--- src/rtl/avst_mem_writer_pkg.sv ---
// rtl/avst_mem_writer_pkg.sv - shared types and constants for the stream-to-memory writer
package avst_mem_writer_pkg;

    typedef enum logic [1:0] {
        IDLE = 2'd0,
        RUN  = 2'd1,
        DONE = 2'd2
    } state_t;

    localparam logic [1:0] REG_CTRL    = 2'd0;
    localparam logic [1:0] REG_BASE    = 2'd1;
    localparam logic [1:0] REG_COUNT   = 2'd2;
    localparam logic [1:0] REG_WRITTEN = 2'd3;

    localparam int CTRL_GO_BIT       = 0;
    localparam int CTRL_CLR_DONE_BIT = 1;
    localparam int STAT_BUSY_BIT     = 0;
    localparam int STAT_DONE_BIT     = 1;
    localparam int STAT_EMPTY_BIT    = 2;

    localparam int WORD_STRIDE = 4;

endpackage

--- src/rtl/avst_mem_writer_if.sv ---
// rtl/avst_mem_writer_if.sv - control slave, stream sink and write master bundle
interface avst_mem_writer_if #(
    parameter int DATA_WIDTH = 32,
    parameter int ADDR_WIDTH = 32
);
    logic [1:0]            avs_avalonslave_address;
    logic                  avs_avalonslave_read;
    logic                  avs_avalonslave_write;
    logic [31:0]           avs_avalonslave_writedata;
    logic [31:0]           avs_avalonslave_readdata;
    logic                  avs_avalonslave_waitrequest;

    logic                  asi_avalonst_valid;
    logic [DATA_WIDTH-1:0] asi_avalonst_data;
    logic                  asi_avalonst_ready;

    logic [ADDR_WIDTH-1:0] avm_avalonmaster_address;
    logic                  avm_avalonmaster_write;
    logic [DATA_WIDTH-1:0] avm_avalonmaster_writedata;
    logic                  avm_avalonmaster_waitrequest;

    modport slave (
        input  avs_avalonslave_address, avs_avalonslave_read, avs_avalonslave_write,
        input  avs_avalonslave_writedata,
        output avs_avalonslave_readdata, avs_avalonslave_waitrequest,
        input  asi_avalonst_valid, asi_avalonst_data,
        output asi_avalonst_ready,
        output avm_avalonmaster_address, avm_avalonmaster_write, avm_avalonmaster_writedata,
        input  avm_avalonmaster_waitrequest
    );

    modport master (
        output avs_avalonslave_address, avs_avalonslave_read, avs_avalonslave_write,
        output avs_avalonslave_writedata,
        input  avs_avalonslave_readdata, avs_avalonslave_waitrequest,
        output asi_avalonst_valid, asi_avalonst_data,
        input  asi_avalonst_ready,
        input  avm_avalonmaster_address, avm_avalonmaster_write, avm_avalonmaster_writedata,
        output avm_avalonmaster_waitrequest
    );

endinterface

--- src/rtl/avst_mem_writer_fifo.sv ---
// rtl/avst_mem_writer_fifo.sv - writer_fifo: synchronous word buffer with flop-sourced head
module writer_fifo #(
    parameter int  WIDTH = 32,
    parameter int  DEPTH = 8,
    localparam int AW    = $clog2(DEPTH)
) (
    input  logic             clk,
    input  logic             rst_n,
    input  logic             push,
    input  logic [WIDTH-1:0] din,
    input  logic             pop,
    output logic [WIDTH-1:0] head,
    output logic             full,
    output logic             empty,
    output logic [AW:0]      level
);
    logic [WIDTH-1:0] mem [DEPTH];
    logic [AW-1:0]    wr_ptr;
    logic [AW-1:0]    rd_ptr;
    logic             do_push;
    logic             do_pop;

    assign do_push = push && !full;
    assign do_pop  = pop && !empty;

    // Storage is cleared on reset so the head (and the master writedata) reads 0.
    always_ff @(posedge clk or negedge rst_n) begin
        if (!rst_n) begin
            wr_ptr <= '0;
            rd_ptr <= '0;
            level  <= '0;
            for (int i = 0; i < DEPTH; i++) mem[i] <= '0;
        end else begin
            if (do_push) begin
                mem[wr_ptr] <= din;
                wr_ptr      <= wr_ptr + 1'b1;
            end
            if (do_pop) rd_ptr <= rd_ptr + 1'b1;
            if (do_push && !do_pop)      level <= level + 1'b1;
            else if (!do_push && do_pop) level <= level - 1'b1;
        end
    end

    assign head  = mem[rd_ptr];
    assign full  = (level == (AW+1)'(DEPTH));
    assign empty = (level == '0);

endmodule

--- src/rtl/avst_mem_writer.sv ---
// rtl/avst_mem_writer.sv - stream-to-memory writer top; WRITER_IRQ_EN adds ins_irq_irq
module avst_mem_writer
    import avst_mem_writer_pkg::*;
#(
    parameter int DATA_WIDTH  = 32,
    parameter int ADDR_WIDTH  = 32,
    parameter int COUNT_WIDTH = 16,
    parameter int FIFO_DEPTH  = 8
) (
    input  logic               csi_clock_clk,
    input  logic               csi_clock_reset_n,
    avst_mem_writer_if.slave   bus
`ifdef WRITER_IRQ_EN
    ,
    output logic               ins_irq_irq
`endif
);
    localparam int LW = $clog2(FIFO_DEPTH) + 1;

    state_t                 state, state_nx;
    logic [ADDR_WIDTH-1:0]  base_reg, base_l;
    logic [COUNT_WIDTH-1:0] count_reg, count_l, accepted, written;
    logic                   done_bit;
    logic                   fifo_full, fifo_empty;
    logic [LW-1:0]          fifo_level;
    logic [DATA_WIDTH-1:0]  fifo_head;
    logic                   ctrl_wr, go, clr_done, accept, pop, ready, mwrite;
    logic [31:0]            rdata;

    assign ctrl_wr  = bus.avs_avalonslave_write && (bus.avs_avalonslave_address == REG_CTRL);
    assign go       = ctrl_wr && bus.avs_avalonslave_writedata[CTRL_GO_BIT];
    assign clr_done = ctrl_wr && bus.avs_avalonslave_writedata[CTRL_CLR_DONE_BIT];

    assign ready  = (state == RUN) && !fifo_full && (accepted < count_l);
    assign mwrite = (state == RUN) && (fifo_level != '0);
    assign accept = bus.asi_avalonst_valid && ready;
    assign pop    = mwrite && !bus.avm_avalonmaster_waitrequest;

    writer_fifo #(.WIDTH(DATA_WIDTH), .DEPTH(FIFO_DEPTH)) u_fifo (
        .clk   (csi_clock_clk),
        .rst_n (csi_clock_reset_n),
        .push  (accept),
        .din   (bus.asi_avalonst_data),
        .pop   (pop),
        .head  (fifo_head),
        .full  (fifo_full),
        .empty (fifo_empty),
        .level (fifo_level)
    );

    always_ff @(posedge csi_clock_clk or negedge csi_clock_reset_n) begin
        if (!csi_clock_reset_n) state <= IDLE;
        else                    state <= state_nx;
    end

    always_comb begin
        state_nx = state;
        case (state)
            IDLE:    if (go) state_nx = (count_reg == '0) ? DONE : RUN;
            RUN:     if (pop && ((written + 1'b1) == count_l)) state_nx = DONE;
            DONE:    state_nx = IDLE;
            default: state_nx = IDLE;
        endcase
    end

    // The running transfer works from latched copies so software may reprogram early.
    always_ff @(posedge csi_clock_clk or negedge csi_clock_reset_n) begin
        if (!csi_clock_reset_n) begin
            base_reg  <= '0;
            count_reg <= '0;
            base_l    <= '0;
            count_l   <= '0;
            accepted  <= '0;
            written   <= '0;
            done_bit  <= 1'b0;
        end else begin
            if (bus.avs_avalonslave_write && (bus.avs_avalonslave_address == REG_BASE))
                base_reg <= ADDR_WIDTH'(bus.avs_avalonslave_writedata);
            if (bus.avs_avalonslave_write && (bus.avs_avalonslave_address == REG_COUNT))
                count_reg <= COUNT_WIDTH'(bus.avs_avalonslave_writedata);
            if ((state == IDLE) && go) begin
                base_l   <= base_reg;
                count_l  <= count_reg;
                accepted <= '0;
                written  <= '0;
            end else begin
                if (accept) accepted <= accepted + 1'b1;
                if (pop)    written  <= written + 1'b1;
            end
            // Setting wins over a coincident clear.
            if (state == DONE)                           done_bit <= 1'b1;
            else if (clr_done || ((state == IDLE) && go)) done_bit <= 1'b0;
        end
    end

    always_comb begin
        rdata = '0;
        if (bus.avs_avalonslave_read) begin
            case (bus.avs_avalonslave_address)
                REG_CTRL: begin
                    rdata[STAT_BUSY_BIT]  = (state != IDLE);
                    rdata[STAT_DONE_BIT]  = done_bit;
                    rdata[STAT_EMPTY_BIT] = fifo_empty;
                end
                REG_BASE:    rdata = 32'(base_reg);
                REG_COUNT:   rdata = 32'(count_reg);
                REG_WRITTEN: rdata = 32'(written);
                default:     rdata = '0;
            endcase
        end
    end

    assign bus.avs_avalonslave_readdata    = rdata;
    assign bus.avs_avalonslave_waitrequest = 1'b0;
    assign bus.asi_avalonst_ready          = ready;
    assign bus.avm_avalonmaster_write      = mwrite;
    assign bus.avm_avalonmaster_writedata  = fifo_head;
    assign bus.avm_avalonmaster_address    =
        base_l + (ADDR_WIDTH'(written) * ADDR_WIDTH'(WORD_STRIDE));

`ifdef WRITER_IRQ_EN
    always_ff @(posedge csi_clock_clk or negedge csi_clock_reset_n) begin
        if (!csi_clock_reset_n) ins_irq_irq <= 1'b0;
        else                    ins_irq_irq <= done_bit;
    end
`endif

endmodule
--- src/flat_wrapper.sv ---
// flat-port wrapper written by rule: the top's interface ports become plain ports
module avst_mem_writer_flat import avst_mem_writer_pkg::*;
#(
    parameter int DATA_WIDTH  = 32,
    parameter int ADDR_WIDTH  = 32,
    parameter int COUNT_WIDTH = 16,
    parameter int FIFO_DEPTH  = 8
)
  (csi_clock_clk, csi_clock_reset_n, bus_avs_avalonslave_address, bus_avs_avalonslave_read, bus_avs_avalonslave_write, bus_avs_avalonslave_writedata, bus_avs_avalonslave_readdata, bus_avs_avalonslave_waitrequest, bus_asi_avalonst_valid, bus_asi_avalonst_data, bus_asi_avalonst_ready, bus_avm_avalonmaster_address, bus_avm_avalonmaster_write, bus_avm_avalonmaster_writedata, bus_avm_avalonmaster_waitrequest);
  avst_mem_writer_if #(.DATA_WIDTH(DATA_WIDTH), .ADDR_WIDTH(ADDR_WIDTH)) bus_i ();
  input  logic csi_clock_clk;
  input  logic csi_clock_reset_n;
  input wire logic [$bits(bus_i.avs_avalonslave_address)-1:0] bus_avs_avalonslave_address;
  input wire logic [$bits(bus_i.avs_avalonslave_read)-1:0] bus_avs_avalonslave_read;
  input wire logic [$bits(bus_i.avs_avalonslave_write)-1:0] bus_avs_avalonslave_write;
  input wire logic [$bits(bus_i.avs_avalonslave_writedata)-1:0] bus_avs_avalonslave_writedata;
  output wire logic [$bits(bus_i.avs_avalonslave_readdata)-1:0] bus_avs_avalonslave_readdata;
  output wire logic [$bits(bus_i.avs_avalonslave_waitrequest)-1:0] bus_avs_avalonslave_waitrequest;
  input wire logic [$bits(bus_i.asi_avalonst_valid)-1:0] bus_asi_avalonst_valid;
  input wire logic [$bits(bus_i.asi_avalonst_data)-1:0] bus_asi_avalonst_data;
  output wire logic [$bits(bus_i.asi_avalonst_ready)-1:0] bus_asi_avalonst_ready;
  output wire logic [$bits(bus_i.avm_avalonmaster_address)-1:0] bus_avm_avalonmaster_address;
  output wire logic [$bits(bus_i.avm_avalonmaster_write)-1:0] bus_avm_avalonmaster_write;
  output wire logic [$bits(bus_i.avm_avalonmaster_writedata)-1:0] bus_avm_avalonmaster_writedata;
  input wire logic [$bits(bus_i.avm_avalonmaster_waitrequest)-1:0] bus_avm_avalonmaster_waitrequest;
  assign bus_i.avs_avalonslave_address = bus_avs_avalonslave_address;
  assign bus_i.avs_avalonslave_read = bus_avs_avalonslave_read;
  assign bus_i.avs_avalonslave_write = bus_avs_avalonslave_write;
  assign bus_i.avs_avalonslave_writedata = bus_avs_avalonslave_writedata;
  assign bus_avs_avalonslave_readdata = bus_i.avs_avalonslave_readdata;
  assign bus_avs_avalonslave_waitrequest = bus_i.avs_avalonslave_waitrequest;
  assign bus_i.asi_avalonst_valid = bus_asi_avalonst_valid;
  assign bus_i.asi_avalonst_data = bus_asi_avalonst_data;
  assign bus_asi_avalonst_ready = bus_i.asi_avalonst_ready;
  assign bus_avm_avalonmaster_address = bus_i.avm_avalonmaster_address;
  assign bus_avm_avalonmaster_write = bus_i.avm_avalonmaster_write;
  assign bus_avm_avalonmaster_writedata = bus_i.avm_avalonmaster_writedata;
  assign bus_i.avm_avalonmaster_waitrequest = bus_avm_avalonmaster_waitrequest;
  avst_mem_writer #(.DATA_WIDTH(DATA_WIDTH), .ADDR_WIDTH(ADDR_WIDTH), .COUNT_WIDTH(COUNT_WIDTH), .FIFO_DEPTH(FIFO_DEPTH)) u_core (.csi_clock_clk(csi_clock_clk), .csi_clock_reset_n(csi_clock_reset_n), .bus(bus_i));
endmodule
--- config.mk ---
export PLATFORM = sky130hd
export DESIGN_NAME = avst_mem_writer_flat
export DESIGN_NICKNAME = d
export VERILOG_FILES = /design/src/rtl/avst_mem_writer_pkg.sv /design/src/rtl/avst_mem_writer_if.sv /design/src/rtl/avst_mem_writer_fifo.sv /design/src/rtl/avst_mem_writer.sv /design/src/flat_wrapper.sv
export SDC_FILE = /design/constraint.sdc
export NUM_CORES = 1
export LEC_CHECK = 0
export CAP_MARGIN = 20
export CELL_PAD_IN_SITES_DETAIL_PLACEMENT = 0
export CELL_PAD_IN_SITES_GLOBAL_PLACEMENT = 1
export CORE_MARGIN = 2
export CORE_UTILIZATION = 30
export DETAILED_ROUTE_END_ITERATION = 7
export GPL_TIMING_DRIVEN = 1
export HOLD_SLACK_MARGIN = 0.15
export PLACE_DENSITY_LB_ADDON = 0.05
export SLEW_MARGIN = 20
export SYNTH_ARGS = -nofsm -noshare
export SYNTH_HDL_FRONTEND = slang
export SYNTH_SLANG_ARGS = --single-unit
--- constraint.sdc ---
create_clock -name csi_clock_clk -period 3.4 [get_ports csi_clock_clk]
set_input_delay 0.68 -clock csi_clock_clk [delete_from_list [all_inputs] [get_ports csi_clock_clk]]
set_output_delay 0.68 -clock csi_clock_clk [all_outputs]
set_load 0.05 [all_outputs]
== Word level (Yosys, flattened, before mapping) ==
Cells that the tools add are included.

* $add $sub $neg: 7
* Magnitude comparators: 4
* Eq/ne operators: 9
* Multiplexer cells: 21
* Bitwise logic cells: 2
* Reduce and logical (&&, ||, !) cells: 34

{| class="wikitable"
|+ Operators by type and width
! operator !! number
|-
| bitwise mux 256 bit || 1
|-
| two-way mux 32 bit || 4
|-
| binary-select mux 32 bit (select 3 bit) || 1
|-
| demux 32 bit (select 3 bit) || 1
|-
| case mux 29 bit (3 select lines) || 1
|-
| two-way mux 16 bit || 4
|-
| adder 16 x 1 -> 16 bit (second input constant) || 2
|-
| adder 32 x 18 -> 32 bit || 1
|-
| logical AND 1 bit || 17
|-
| == test 16 bit || 1
|-
| zero test 16 bit || 1
|-
| less-than comparator 16 bit || 1
|-
| case mux 3 bit (4 select lines) || 1
|-
| nonzero test 2 bit || 5
|-
| >= comparator 4 bit (second input constant) || 2
|-
| two-way mux 4 bit || 2
|-
| inverter 3 -> 4 bit || 2
|-
| adder 3 x 1 -> 3 bit (second input constant) || 2
|-
| == test 2 bit (second input constant) || 3
|-
| two-way mux 2 bit || 3
|-
| zero test 1 bit || 5
|-
| adder 4 x 1 -> 4 bit (second input constant) || 1
|-
| == test 2 x 1 -> 1 bit (second input constant) || 2
|-
| == test 4 bit (second input constant) || 1
|-
| other kinds (11) || 13
|}

* Register bits after elaboration: 397
* Output and inout port bits: 99
* Word-level logic and storage cells: 96

== Depth between registers and ports, before layout ==
* Word-level depth: 10
* Depth in mapped cells: 18

== Cells and area by module ==
Synthesis repeated with hierarchy kept, for this count alone.

* Cells, all modules: 1544
* Area total of the unflattened synthesis: 20254.4 µm²

{| class="wikitable"
|+ Modules (own cells, without submodules)
! module !! instances !! cells an instance !! area each (µm²)
|-
| writer_fifo || 1 || 717 || 12400.6
|-
| avst_mem_writer || 1 || 827 || 7853.8
|}

== Worst setup path before layout ==
Ideal clock, no wire load.

* Kind: register to output
* Start point: register u_core.written[0]
* End point: output bus_avm_avalonmaster_address[26]
* Arrival: 3052 ps
* Data required time: 2720 ps
* Slack: -332 ps
* Cell stages (with the launch flop): 11
* Path buffers: 0
* Cell sequence: dfrtp_1 -> ha_1 -> inv_1 -> fa_1 -> nor2b_1 -> o311a_1 -> o2111a_1 -> o21ai_0 -> a21boi_1 -> o2111ai_1 -> xnor2_1

* Cells in the longest elaborated chain, start to end: 1

{| class="wikitable"
|+ Ends and longest elaborated chain
! element !! line !! RTL
|-
| start: declaration || avst_mem_writer.sv:22 || <nowiki>logic [COUNT_WIDTH-1:0] count_reg, count_l, accepted, written;</nowiki>
|-
| start signal: assignment || avst_mem_writer.sv:88 || <nowiki>if (pop) written <= written + 1'b1;</nowiki>
|-
| adder 32 x 18 -> 32 bit || avst_mem_writer.sv:119 || <nowiki>base_l + (ADDR_WIDTH'(written) * ADDR_WIDTH'(WORD_STRIDE));</nowiki>
|-
| end: declaration || flat_wrapper.sv:22 || <nowiki>output wire logic [$bits(bus_i.avm_avalonmaster_address)-1:0] bus_avm_avalonmaster_address;</nowiki>
|}

Every way passes these cells.

== Worst setup path after layout ==
* Start point: register u_core.written[0]
* End point: output bus_avm_avalonmaster_address[24]

Same word-level chain as after synthesis.

==> impl_metrics.toml <==
[min_path]
hp-start = "u_core.base_l[1]"
whs_endpoint = "u_core.base_l[1]"
whs_path_depth = 2
hold_class = "reg2reg"

[timing]
fin_crit_ns = 3.91
grt_setup_unrepaired = "true"
worst_pin_slew_ns = 0.750
fin_tns_setup_ns = -5.95
setup_ws_ns = -0.508
slew_headroom_pct = 49.6
finalSetupViolCount = 20
whs_ns = 0.472
fin_crit_sh_pct = 115
final-hold-violation-count = 0
finalMaxSlewViolations = 0
fin_skew_ns = 0.0262
max_freq_mhz = 256

[power]
p_total_mw = 22.9
cellInternalPower_mw = 14.9
ir_worst_vdd_mv = 0.435
p_comb_share_pct = 41.7
p_leak_nw = 11.1
p_switching_mw = 8.09
p_clk_share_pct = 24.9
p_sw_share_pct = 35.3
pwr-share-seq_pct = 33.4
powerDensity_nw_per_um2 = 883

[logic_synthesis]
ys_seq_elements = 397
async_flop_share_pct = 100
syn-cell-area_um2 = 19700
synth.distinct_cells = 65
synth_fp_nets = 1659
ys_seq_area_share_pct = 50.3
synth_warnings = 0
syn_inst = 1547
ys.flop_type = "dfrtp_1"
synth_edf_count = 0
synth_area_per_cell_um2 = 12.8

[run]
cap_viol_max_count = 0

[die]
die_area_um2 = 67800
coreArea_um2 = 65400
ios = 171
fp.dieH_um = 260
initial_core_util_pct = 30.2
rows = 94
die_w_um = 260

[global_routing]
grt_pass1_wl_um = 86900
grt_pass1_vias = 14100
gr-total-overflow = 0
grt_start_max_net_pins = 77
grtUsageTotal_pct = 16.6
antenna_found_initial = 1

[critical_path]
path_cells = "ha_2 > inv_2 > fa_2 > nor2b_4 > o311a_1 > o2111a_2 > o21ai_2 > a21boi_4 > buf_12 > o2111ai_4 > xnor2_4 > buf_12"
r2r_slack_ns = 0.20
endpoint_kind = "output port"
ff2ff_path_depth = 17
critPathRequiredTime_ns = 2.72
r2r-end = "u_core.u_fifo.level[3]"
worst_path_largest_cell_delay_ns = 0.37
crit_fanout = 4
slowest_stage = "fa_2"
cp_common_cell = "buf_12"
crit_type = "reg2out"
cp.arrival_ns = 3.23
rr_startpoint = "u_core.count_l[5]"
cp-start-kind = "register"

[clock_network]
path_clk_slew_ns = 0.06
numCtsBuffers = 49
htreeDepth = 2
clockBufferDepth = 3
cts-root-buf = "clkbuf_16"
clock_latency_ns = 0.60
cts_tree = "yes"
clock_sinks = 397

[detailed_routing]
wl_per_cell_um = 20.9
drt_iter0_drc = 606
post_drt_via_cell_ratio = 4.87
vias = 13100
ant_nets = 0
drtPass1Iterations = 4
wl_um = 56000
drc = 0

[finish]
antennaDiodeCount = 0
drive_above_1_share_pct = 40.4
areaGrowthSynthToFinish_pct = 31.6
final_cells = 2685
fin_nets = 1895
nFillCells = 6258
largest_reg_flops = 256
final_util_pct = 39.7
design_area_um2 = 26000

[run_status]
violations = "negative setup slack"
status = "finished, violations left"

[placed_design]
place_congestion = 0.737
place_inst = 2579
placed_cell_area_um2 = 23700
dpl.hpwl_um = 36800
dp_slack_ns = -0.144
port_buffers = 169
## metal layers
| metal | up-vias | global-route usage, % | share of wire (%) | wire [um] |
|---|---|---|---|---|
| met2 | 182 | 27.8 | 48 | 27100 |
| met4 | 2 | 3.71 | 1.8 | 996 |
| met5 | - | 0 | 0.023 | 13 |
| li1 | 6082 | - | - | - |
| met3 | 64 | 2.92 | 3.5 | 1970 |
| met1 | 6739 | 22.6 | 46 | 25900 |
## how the worst max path moves through the flow
stage	cells past startpoint	slack (ns)	end	from
finish	12	-0.51	bus_avm_avalonmaster_address[24]	u_core.written[0]
global route	12	-0.66	bus_avm_avalonmaster_address[26]	u_core.base_l[2]
CTS	12	-0.59	bus_avm_avalonmaster_address[20]	u_core.base_l[2]
detailed placement	12	-0.14	bus_avm_avalonmaster_address[28]	u_core.written[0]
global placement	12	-0.12	bus_avm_avalonmaster_address[28]	u_core.written[0]
floorplan	10	-0.06	bus_avm_avalonmaster_address[26]	u_core.written[0]
## timing repair
| item | in CTS | in global routing |
|---|---|---|
| setup buffers | 9 | 8 |
| resized for setup | 41 | 33 |
| hold buffers | 1 | 0 |
| endpoints found under the hold margin | 61 | 0 |
| endpoints found under the setup margin | 36 | 24 |
| pin swaps | 23 | 20 |
## cells in the final DEF (no fill, tap or decap), types with 7 or more instances in the layout
master	instances
clkdlybuf4s50_1	75
clkbuf_1	10
mux2_2	323
and3_1	28
nand4_1	10
ha_1	32
buf_12	77
nor4_1	9
clkbuf_16	51
clkbuf_8	13
o21a_1	10
o21ai_0	55
mux4_2	67
xor2_1	12
mux2_1	27
nand3_1	18
dfrtp_1	394
nand2_1	171
xnor2_1	30
a21o_1	9
nor2b_1	15
buf_4	108
xnor2_4	7
nor3_1	9
o31ai_1	10
nand2b_1	7
and2_1	8
nor2_1	33
a22oi_1	13
inv_1	27
a21oi_1	24
bufinv_16	8
## synthesized netlist by cell type (4+ instances only)
cell type / count / area (um2)
a22oi_1: 13 / 97.6
inv_1: 29 / 109
and2_1: 8 / 50.1
xor2_1: 17 / 149
and3_1: 28 / 175
buf_1: 16 / 60.1
dfrtp_1: 397 / 9930
nor3_1: 11 / 55.1
nor2_1: 37 / 139
o2111ai_1: 7 / 61.3
mux4_2: 67 / 1510
nor2b_1: 17 / 106
buf_2: 19 / 95.1
nor3_2: 5 / 50.1
o21ai_0: 60 / 300
buf_6: 7 / 78.8
o21a_1: 11 / 82.6
clkbuf_1: 43 / 161
nand2b_1: 7 / 43.8
or3_1: 4 / 25.0
nor4_1: 9 / 56.3
nand3_1: 18 / 90.1
o211ai_1: 5 / 37.5
mux2_2: 323 / 3640
nand2_1: 171 / 642
xnor2_1: 41 / 359
o31ai_1: 12 / 90.1
and4_1: 5 / 43.8
a21o_1: 9 / 67.6
mux2_1: 27 / 304
ha_1: 38 / 475
a21oi_1: 30 / 150
nand4_1: 10 / 62.6
## worst max-delay path: cells and delay by family (launching register included)
family | cells | cell delay [ns]
AOI/OAI and AO/OA | 5 | 0.98
adders and majority gates | 2 | 0.56
DFF | 1 | 0.36
buffers and inverters | 3 | 0.36
xor gates and xnor gates | 1 | 0.23
and+or+nand+nor | 1 | 0.14
## power by group through the flow
stage               combinational (mW)  clock, mW  sequential [mW]
global route                      10.3       6.13             7.90
global placement                  9.51          0             7.71
detailed placement                9.61          0             7.78
floorplan                         7.00          0             7.30
finish                            9.57       5.71             7.66
CTS                               9.75       5.93             7.66
## cell type report
cell class              count  area [um2]  area share, %
clock inverters            16         312           1.20
inverters                  31         116          0.448
well taps                 864        1080           4.16
multi-input cells        1031        9780           37.6
repair buffers            273        3280           12.6
flip-flops and latches    397        9940           38.3
clock buffers              73        1470           5.65
## logic make-up (layout without fill, tap and decap cells)
kind of cell / count (synthesis) / count (layout) / synth area share, %
muxes: 417 / 417 / 27.6
DFF: 397 / 397 / 50.3
and+or+nand+nor: 344 / 344 / 8.62
AOI/OAI and AO/OA: 171 / 171 / 5.50
buffers and inverters: 119 / 393 / 2.71
xor gates and xnor gates: 58 / 58 / 2.57
adders and majority gates: 40 / 40 / 2.61
other: 1 / 1 / 0.0190
Power figures use the tool's default switching activity.
